--- src/rtl/axi_stream_strip_header.sv ---
`default_nettype none
// ============================================================================
//  Module   : axi_stream_strip_header
//  Purpose  : Removes a per-packet programmable number of leading bytes
//             (the header) from an AXI-Stream packet and re-packs the
//             payload. Every output beat except the last is full; the last
//             beat is left-aligned. Byte 0 of a beat is data[DATA_WD-1 -: 8].
//  Optional : define STRIP_HEADER_CAPTURE_EN to expose the stripped header
//             bytes on header_out/header_valid.
//  Ports    :
//    clk, rst_n                 clock, asynchronous active-low reset
//    valid_in/data_in/keep_in/last_in/ready_in     input stream
//    valid_out/data_out/keep_out/last_out/ready_out output stream
//    valid_strip/strip_byte_cnt/ready_strip        per-packet strip command
//    header_out/header_valid    (STRIP_HEADER_CAPTURE_EN only) header bytes,
//                               right-aligned, pulsed when beat 0 is taken
//  Revision : 1.0 - initial release
// ============================================================================
module axi_stream_strip_header #(
  parameter int DATA_WD      = 32,
  parameter int DATA_BYTE_WD = DATA_WD / 8,
  parameter int BYTE_CNT_WD  = $clog2(DATA_BYTE_WD)
) (
  input  logic                    clk,
  input  logic                    rst_n,
  input  logic                    valid_in,
  input  logic [DATA_WD-1:0]      data_in,
  input  logic [DATA_BYTE_WD-1:0] keep_in,
  input  logic                    last_in,
  output logic                    ready_in,
  output logic                    valid_out,
  output logic [DATA_WD-1:0]      data_out,
  output logic [DATA_BYTE_WD-1:0] keep_out,
  output logic                    last_out,
  input  logic                    ready_out,
  input  logic                    valid_strip,
  input  logic [BYTE_CNT_WD:0]    strip_byte_cnt,
  output logic                    ready_strip
`ifdef STRIP_HEADER_CAPTURE_EN
  ,
  output logic [DATA_WD-1:0]      header_out,
  output logic                    header_valid
`endif
);

  localparam logic [BYTE_CNT_WD:0] c_full_cnt = (BYTE_CNT_WD+1)'(DATA_BYTE_WD);

  // DRAIN holds the final output beat until it is handshaken, so the next
  // command can only be accepted after the packet has fully left.
  typedef enum logic [2:0] {
    S_IDLE   = 3'd0,
    S_FIRST  = 3'd1,
    S_STREAM = 3'd2,
    S_FLUSH  = 3'd3,
    S_DRAIN  = 3'd4
  } state_t;

  state_t                  r_state;
  state_t                  w_state_nxt;
  logic                    r_rst_done;
  logic [BYTE_CNT_WD:0]    r_n;
  logic [DATA_WD-1:0]      r_buf;
  logic [DATA_BYTE_WD-1:0] r_buf_keep;

  logic                    r_valid_out;
  logic [DATA_WD-1:0]      r_data_out;
  logic [DATA_BYTE_WD-1:0] r_keep_out;
  logic                    r_last_out;

  logic                    w_ready_in;
  logic                    w_ready_strip;
  logic                    w_out_free;
  logic                    w_strip_fire;
  logic [BYTE_CNT_WD:0]    w_n_sat;
  logic [BYTE_CNT_WD+3:0]  w_sh_bits;
  logic [2*DATA_WD-1:0]    w_cat_data;
  logic [2*DATA_BYTE_WD-1:0] w_cat_keep;
  logic [DATA_WD-1:0]      w_merge_data;
  logic [DATA_BYTE_WD-1:0] w_merge_keep;
  logic [DATA_WD-1:0]      w_flush_data;
  logic [DATA_BYTE_WD-1:0] w_flush_keep;
  logic [BYTE_CNT_WD:0]    w_last_cnt;
  logic                    w_last_fits;

  logic                    w_load_out;
  logic [DATA_WD-1:0]      w_load_data;
  logic [DATA_BYTE_WD-1:0] w_load_keep;
  logic                    w_load_last;
  logic [DATA_WD-1:0]      w_load_data_m;
  logic                    w_buf_we;

  assign ready_in    = w_ready_in;
  assign ready_strip = w_ready_strip;
  assign valid_out   = r_valid_out;
  assign data_out    = r_data_out;
  assign keep_out    = r_keep_out;
  assign last_out    = r_last_out;

  // ready_strip stays low until the first clock after reset release.
  assign w_ready_strip = (r_state == S_IDLE) && r_rst_done;
  assign w_strip_fire  = valid_strip && w_ready_strip;
  assign w_out_free    = !r_valid_out || ready_out;
  assign w_n_sat       = (strip_byte_cnt > c_full_cnt) ? c_full_cnt : strip_byte_cnt;
  assign w_sh_bits     = {r_n, 3'b000};

  // Output beat k is bytes N..N+DB-1 of {beat k, beat k+1}.
  assign w_cat_data   = {r_buf, data_in} << w_sh_bits;
  assign w_cat_keep   = {r_buf_keep, keep_in} << r_n;
  assign w_merge_data = w_cat_data[2*DATA_WD-1 -: DATA_WD];
  assign w_merge_keep = w_cat_keep[2*DATA_BYTE_WD-1 -: DATA_BYTE_WD];

  // Residual of the buffered last beat: its bytes N..L-1 moved to byte 0.
  assign w_flush_data = r_buf << w_sh_bits;
  assign w_flush_keep = r_buf_keep << r_n;

  always_comb begin
    w_last_cnt = '0;
    for (int i = 0; i < DATA_BYTE_WD; i++) begin
      w_last_cnt = w_last_cnt + {{BYTE_CNT_WD{1'b0}}, keep_in[i]};
    end
  end

  // When the last beat holds no more than N bytes, everything left fits in
  // the merged beat and no flush beat is needed.
  assign w_last_fits = (w_last_cnt <= r_n);

  always_ff @(posedge clk or negedge rst_n) begin
    if (!rst_n) begin
      r_state    <= S_IDLE;
      r_rst_done <= 1'b0;
    end else begin
      r_state    <= w_state_nxt;
      r_rst_done <= 1'b1;
    end
  end

  always_comb begin
    w_state_nxt = r_state;
    w_ready_in  = 1'b0;
    w_load_out  = 1'b0;
    w_load_data = w_merge_data;
    w_load_keep = w_merge_keep;
    w_load_last = 1'b0;
    w_buf_we    = 1'b0;
    case (r_state)
      S_IDLE: begin
        if (w_strip_fire) w_state_nxt = S_FIRST;
      end
      S_FIRST: begin
        // Output register is always empty here: IDLE is only reached after
        // the previous packet's last beat was handshaken.
        w_ready_in = 1'b1;
        if (valid_in) begin
          w_buf_we    = 1'b1;
          w_state_nxt = last_in ? S_FLUSH : S_STREAM;
        end
      end
      S_STREAM: begin
        w_ready_in = w_out_free;
        if (valid_in && w_out_free) begin
          w_buf_we   = 1'b1;
          w_load_out = 1'b1;
          if (last_in) begin
            if (w_last_fits) begin
              w_load_last = 1'b1;
              w_state_nxt = S_DRAIN;
            end else begin
              w_state_nxt = S_FLUSH;
            end
          end
        end
      end
      S_FLUSH: begin
        if (w_out_free) begin
          w_load_out  = 1'b1;
          w_load_data = w_flush_data;
          w_load_keep = w_flush_keep;
          w_load_last = 1'b1;
          w_state_nxt = S_DRAIN;
        end
      end
      S_DRAIN: begin
        if (r_valid_out && ready_out) w_state_nxt = S_IDLE;
      end
      default: w_state_nxt = S_IDLE;
    endcase
  end

  // Bytes outside keep are forced to zero so a header-only packet yields
  // all-zero data and stale tail bytes never leak out.
  always_comb begin
    w_load_data_m = '0;
    for (int i = 0; i < DATA_BYTE_WD; i++) begin
      if (w_load_keep[DATA_BYTE_WD-1-i]) begin
        w_load_data_m[DATA_WD-1-8*i -: 8] = w_load_data[DATA_WD-1-8*i -: 8];
      end
    end
  end

  always_ff @(posedge clk or negedge rst_n) begin
    if (!rst_n) begin
      r_n        <= '0;
      r_buf      <= '0;
      r_buf_keep <= '0;
    end else begin
      if (w_strip_fire) r_n <= w_n_sat;
      if (w_buf_we) begin
        r_buf      <= data_in;
        r_buf_keep <= keep_in;
      end
    end
  end

  always_ff @(posedge clk or negedge rst_n) begin
    if (!rst_n) begin
      r_valid_out <= 1'b0;
      r_data_out  <= '0;
      r_keep_out  <= '0;
      r_last_out  <= 1'b0;
    end else if (w_load_out) begin
      r_valid_out <= 1'b1;
      r_data_out  <= w_load_data_m;
      r_keep_out  <= w_load_keep;
      r_last_out  <= w_load_last;
    end else if (ready_out) begin
      r_valid_out <= 1'b0;
    end
  end

`ifdef STRIP_HEADER_CAPTURE_EN
  logic [BYTE_CNT_WD+3:0] w_hdr_sh;
  logic                   w_hdr_fire;

  assign w_hdr_sh     = {c_full_cnt - r_n, 3'b000};
  assign w_hdr_fire   = (r_state == S_FIRST) && valid_in && (r_n != '0);
  assign header_valid = w_hdr_fire;
  assign header_out   = w_hdr_fire ? (data_in >> w_hdr_sh) : '0;
`endif

endmodule
`default_nettype wire

--- config.mk ---
export PLATFORM = sky130hd
export DESIGN_NAME = axi_stream_strip_header
export DESIGN_NICKNAME = d
export VERILOG_FILES = /design/src/rtl/axi_stream_strip_header.sv
export SDC_FILE = /design/constraint.sdc
export NUM_CORES = 1
export LEC_CHECK = 0
export BUFFER_PORTS_ARGS = -buffer_cell sky130_fd_sc_hd__buf_4
export CAP_MARGIN = 5
export CELL_PAD_IN_SITES_DETAIL_PLACEMENT = 1
export CELL_PAD_IN_SITES_GLOBAL_PLACEMENT = 1
export CORE_ASPECT_RATIO = 0.9
export CORE_MARGIN = 2
export CORE_UTILIZATION = 40
export CTS_CLUSTER_SIZE = 14
export DETAILED_ROUTE_END_ITERATION = 7
export PLACE_DENSITY = 0.85
export SLEW_MARGIN = 20
export SYNTH_ARGS = -nofsm -noshare
export SYNTH_HDL_FRONTEND = slang
export SYNTH_SLANG_ARGS = --single-unit
--- constraint.sdc ---
create_clock -name clk -period 1.88 [get_ports clk]
set_input_delay 0.094 -clock clk [delete_from_list [all_inputs] [get_ports clk]]
set_output_delay 0.094 -clock clk [all_outputs]
set_load 0.01 [all_outputs]
### After elaboration in Yosys (flattened, before gate mapping)

Index checks and enable logic that the tools add are counted.

| storage, ports and cells | value |
|---|---|
| input bits | 45 |
| bits in registers | 81 |
| output and inout port bits | 40 |
| logic and storage cells | 67 |

| cells by class | value |
|---|---|
| reduce and logical (&&, ||, !) cells | 9 |
| shifts and indexed selects | 4 |
| mux-type cells | 30 |
| $lt $le $gt $ge | 2 |
| equality and inequality tests | 10 |
| add/sub/neg operators | 3 |

Operators by type and width:

| cell | number |
|---|---|
| 2-to-1 mux 32 bit | 2 |
| << shifter 64 x 6 -> 64 bit | 1 |
| 2-to-1 mux 8 bit | 4 |
| << shifter 32 x 6 -> 32 bit | 1 |
| 2-to-1 mux 3 bit | 8 |
| one-hot mux 3 bit (5 select lines) | 1 |
| inequality test 2 bit, second input constant | 6 |
| 2-to-1 mux 1 bit | 9 |
| 2-to-1 mux 4 bit | 2 |
| one-hot mux 1 bit (2 select lines) | 4 |
| << shifter 8 x 3 -> 8 bit | 1 |
| equality test 3 x 2 -> 1 bit, second input constant | 2 |
| AND reduction 6 bit | 1 |
| logical AND 1 bit | 4 |
| << shifter 4 x 3 -> 4 bit | 1 |
| adder 2 x 1 -> 3 bit | 1 |
| adder 3 x 1 -> 3 bit | 1 |
| equality test 3 x 1 -> 1 bit, second input constant | 1 |
| equality test 3 bit, second input constant | 1 |
| > comparator 3 bit, second input constant | 1 |
| <= comparator 3 bit | 1 |
| zero test 3 bit | 1 |
| adder 1 x 1 -> 2 bit | 1 |
| nonzero test 2 bit | 1 |
| 2 further kinds | 2 |

### Depth between registers and ports, before layout

| logic depth | value |
|---|---|
| word-level depth | 8 |
| mapped depth | 11 |

### Worst setup path before layout

Ideal clock, no wire load.

| path | value |
|---|---|
| kind | input-to-reg |
| from | input port keep_in[0] |
| to | register r_state[0] |
| path buffers | 0 |
| required time | 1803 ps |
| setup slack | -317 ps |
| stages on the path | 11 |
| library setup time | 77 ps |
| data arrival time | 2120 ps |
| cell sequence | inv_1 -> fa_1 -> inv_1 -> ha_1 -> ha_1 -> ha_1 -> inv_1 -> o21ai_0 -> nand3_1 -> a211o_1 -> a21oi_1 |

| on the way | value |
|---|---|
| cells in the longest elaborated chain, start to end | 8 |

Ends and longest elaborated chain:

| what | line | source |
|---|---|---|
| from (decl) | 28 | `input logic [DATA_BYTE_WD-1:0] keep_in,` |
| adder 1 x 1 -> 2 bit | 119 | `w_last_cnt = w_last_cnt + {{BYTE_CNT_WD{1'b0}}, keep_in[i]};` |
| adder 2 x 1 -> 3 bit | 119 |  |
| adder 3 x 1 -> 3 bit | 119 |  |
| <= comparator 3 bit | 125 | `assign w_last_fits = (w_last_cnt <= r_n);` |
| 2-to-1 mux 3 bit | 164 | `if (w_last_fits) begin` |
| 2-to-1 mux 3 bit | 163 | `if (last_in) begin` |
| 2-to-1 mux 3 bit | 160 | `if (valid_in && w_out_free) begin` |
| one-hot mux 3 bit (5 select lines) | 145 | `case (r_state)` |
| to (signal assigned) | 132 | `r_state <= w_state_nxt;` |
| to (decl) | 58 | `state_t r_state;` |

Every way passes these cells. The select of a mux whose other input is x is not followed.
A chain may end at the register's enable or synchronous reset.

### Worst setup path after layout

| path | value |
|---|---|
| from | register r_state[0] |
| to | register r_state[0] |

| on the way | value |
|---|---|
| cells in the longest elaborated chain, start to end | 5 |

Ends and longest elaborated chain:

| what | line | source |
|---|---|---|
| zero test 3 bit | 100, 145 |  |
| logical AND 1 bit | 100 | `assign w_ready_strip = (r_state == S_IDLE) && r_rst_done;` |
| logical AND 1 bit | 101 | `assign w_strip_fire = valid_strip && w_ready_strip;` |
| inequality test 2 bit (no line) | n/a |  |
| AND reduction 6 bit (no line) | n/a |  |

Parallel ways exist; a longest one is shown, timed or not.

==> impl_results.md <==
* EDFF count, synth at 0
* TritonCTS buffer count at 9
* Clock share of power at 43.6%
* Largest net degree at the start of global routing at 41
* Wire length of the first global-routing pass at 31.35 mm
* Root Driver: clkbuf_16
* Syn-to-layout area delta at 41.86%
* CP endpoint kind: flip-flop
* Worst-path clk slew at 70 ps
* RSZ-0062 raised after global routing: true
* CP delay by family, top: compound AO/OA/AOI/OAI gates
* Final period util at 108.6%
* Sw Pwr at 1137 uW
* WP data required at 2110 ps
* Logic pwr share at 13.3%
* Setup ws final at -161.2 ps
* Slew margin rel. at 60.95%
* Starting Density at 40.58%
* Max-Cap Viols at 0
* DP HPWL at 13.38 mm
* Sequential fraction of the synthesis area at 37.66%
* Fin area at 7636 um^2
* Buf/Inv on CP at 1
* R2r endpoint: r_state[0]$_DFFE_PN0P_
* Ys Warns at 0
* Commonest cells after routing, fill and taps aside: 142 x buf_4, 79 x dfrtp_1, 45 x mux2i_1
* Antenna violations before repair at 0
* Pint at 3120 uW
* Setup Skew at 9.389 ps
* Met3 routed WL at 2.001 mm
* Asr flop ratio synth at 100.0%
* Tmin final at 2041 ps
* Total number of H-tree levels at 3
* Layout cells sized above 1 at 41.29%
* Peak VDD IR at 0.4986 mV
* Seq cells post-synth at 81
* Synth Area per Inst at 10.29 um^2
* Commonest non-fill, non-tap cell in the layout: buf_4
* Switching Share at 26.71%
* Worst slew pin tran at 585.7 ps
* Final ANT Viol Nets at 0
* Setup violations, final at 69
* M1 WL at 9.392 mm
* Vias at 5600
* Cells after synthesis at 523
* Crit-path cells: buf_4 > or3b_2 > a21oi_1 > a211oi_2 > a21oi_1 > a21oi_2
* Crit Path Class: flip-flop to flip-flop
* R2R Setup Slk at -160 ps
* CP Max Fanout at 8
* Critical Path Start Type: flip-flop
* Mapped Area at 5383 um^2
* I/O pins at 85
* Hold crit path type: input pin to flip-flop
* Met2 Wirelength at 11.08 mm
* Max Used Layer: met4
* Area after DPL at 6528 um^2
* Fin Setup TNS at -3701 ps
* Wire per inst at 27.92 um
* Fin nets at 729
* Synthesized Nets at 574
* Drt drc at 0
* Tot GR Track Use at 28.19%
* IO Port Bufs at 84
* Crit path DAT at 2270 ps
* Power, Total at 4257 uW
* Vias in the first global route at 5663
* Via density at 6.580
* Die height at 114.1 um
* Die Wd at 126.3 um
* Status: finished, violations left
* Total wire length at 23.76 mm
* Power Dens Cells at 557.5 nW/um^2
* Cell count along the critical path at 6
* Seq pwr share at 43.1%
* Max stage delay on crit path at 520 ps
* CTS tree: done
* Post-layout util at 57.58%
* FP Rows at 40
* Max clock buf depth at 2
* Cell mode on critical path: a21oi_1
* Top FF cell, synth: dfrtp_1
* # clock sinks at 81
* Failing checks: negative setup slack
* Iter 0 DRT Violations at 604
* Max-slew violation count at 0
* Critical Path Start: r_state[0]$_DFFE_PN0P_
* Final Wtd Congestion at 0.8943
* Distinct cells, synth at 63
* First-pass detailed-route iteration total at 5
* Clk_lat worst skew at 360 ps
* Critical Path End: r_state[0]$_DFFE_PN0P_
* FILL cells at 1389
* R2r startpoint: r_state[0]$_DFFE_PN0P_
* Slowest CP cell: dfrtp_1
* Leakage power at 0.003325 uW
* # diodes at 0
* Placeable Area at 13260 um^2
* GR Overflow Total at 0
* Hold Vio Cnt, Final at 0
* Die area at 14400 um^2
* Reg2reg path depth at 6
* FMAX at 489.9 MHz
## kinds of logic after synthesis
logic type | after synthesis | synth area share (%)
AO/OA/AOI/OAI | 163 | 21.22
adder cells (fa/ha/maj) | 6 | 1.534
buffers and inverters | 53 | 5.788
flip-flops | 81 | 37.66
multiplexers | 106 | 22.71
other | 1 | 0.06967
AND/OR/NAND/NOR | 113 | 11.02
## state kept, by name, indices dropped and copies added, names as in the netlist
| name | count |
|---|---|
| data_out | 32 |
| r_rst_done | 1 |
| valid_out | 1 |
| last_out | 1 |
| keep_out | 4 |
| r_state | 3 |
| r_buf_keep | 4 |
| r_buf | 32 |
| r_n | 3 |
## synthesized netlist by cell type, drive strengths merged, types with 9 or more instances
cell,number,area share (%)
a31oi,11,1.3
o21ai,27,2.5
o22ai,9,1.0
a22o,24,3.9
buf,37,4.7
dfrtp,81,38
mux2i,49,9.1
nor2,42,3.1
a21oi,41,3.9
mux2,49,10
nand2,21,1.5
inv,10,0.70
## power by group through the flow
stage,clock network (uW),registers [uW],logic [uW]
floorplan,0,1840,184
global placement,0,1850,390
detailed placement,0,1860,416
CTS,1860,1830,476
global route,1930,1840,604
finish,1850,1830,567
## per-layer routing
layer  GRT usage [%]  vias to the layer above
li1                -                     2287
met1           35.74                     2794
met2           46.92                      393
met3           5.748                      126
met4           12.60                        0
met5               0                        -
## worst min path at each step
stage,endpoint,depth (start not counted),from,slack (ps)
after detailed placement,r_buf_keep[2]$_DFFE_PN0P_,1,rst_n,130
after floorplan,data_out[0]$_DFFE_PN0P_,0,rst_n,-200
after global routing,r_buf[24]$_DFFE_PN0P_,2,data_in[24],-3
final,r_buf[24]$_DFFE_PN0P_,2,data_in[24],7
after CTS,r_buf[5]$_DFFE_PN0P_,2,data_in[5],2
after global placement,r_buf_keep[0]$_DFFE_PN0P_,1,rst_n,120
## through the flow
| step | worst slack (ps) | std cells | hold WS, ps |
|---|---|---|---|
| after global routing | -166.4 | 851 | -2.775 |
| after CTS | -10.96 | 836 | 1.547 |
| after global placement | -410.9 | 792 | 119.3 |
| final | -161.2 | 851 | 6.731 |
| after detailed placement | -500.4 | 792 | 127.2 |
| after floorplan | -195.5 | 523 | -201.6 |
## final cells by class
cell class / count / area [um^2] / area share [%]
clock buffer: 12 / 246.5 / 3.228
clock inverter: 4 / 52.55 / 0.6882
inverter: 10 / 52.55 / 0.6882
multi-input combinational: 389 / 3337 / 43.70
sequential: 81 / 2032 / 26.61
tap: 168 / 210.2 / 2.753
timing repair buffer: 187 / 1705 / 22.33
## what timing repair did
action	CTS	global route
gates cloned	1	4
gates resized for setup	16	60
hold buffers	22	0
hold endpoints to repair	58	0
buffers inserted	5	12
pin swaps	3	24
endpoints found under the setup margin	60	75
Power figures use the tool's default switching activity.
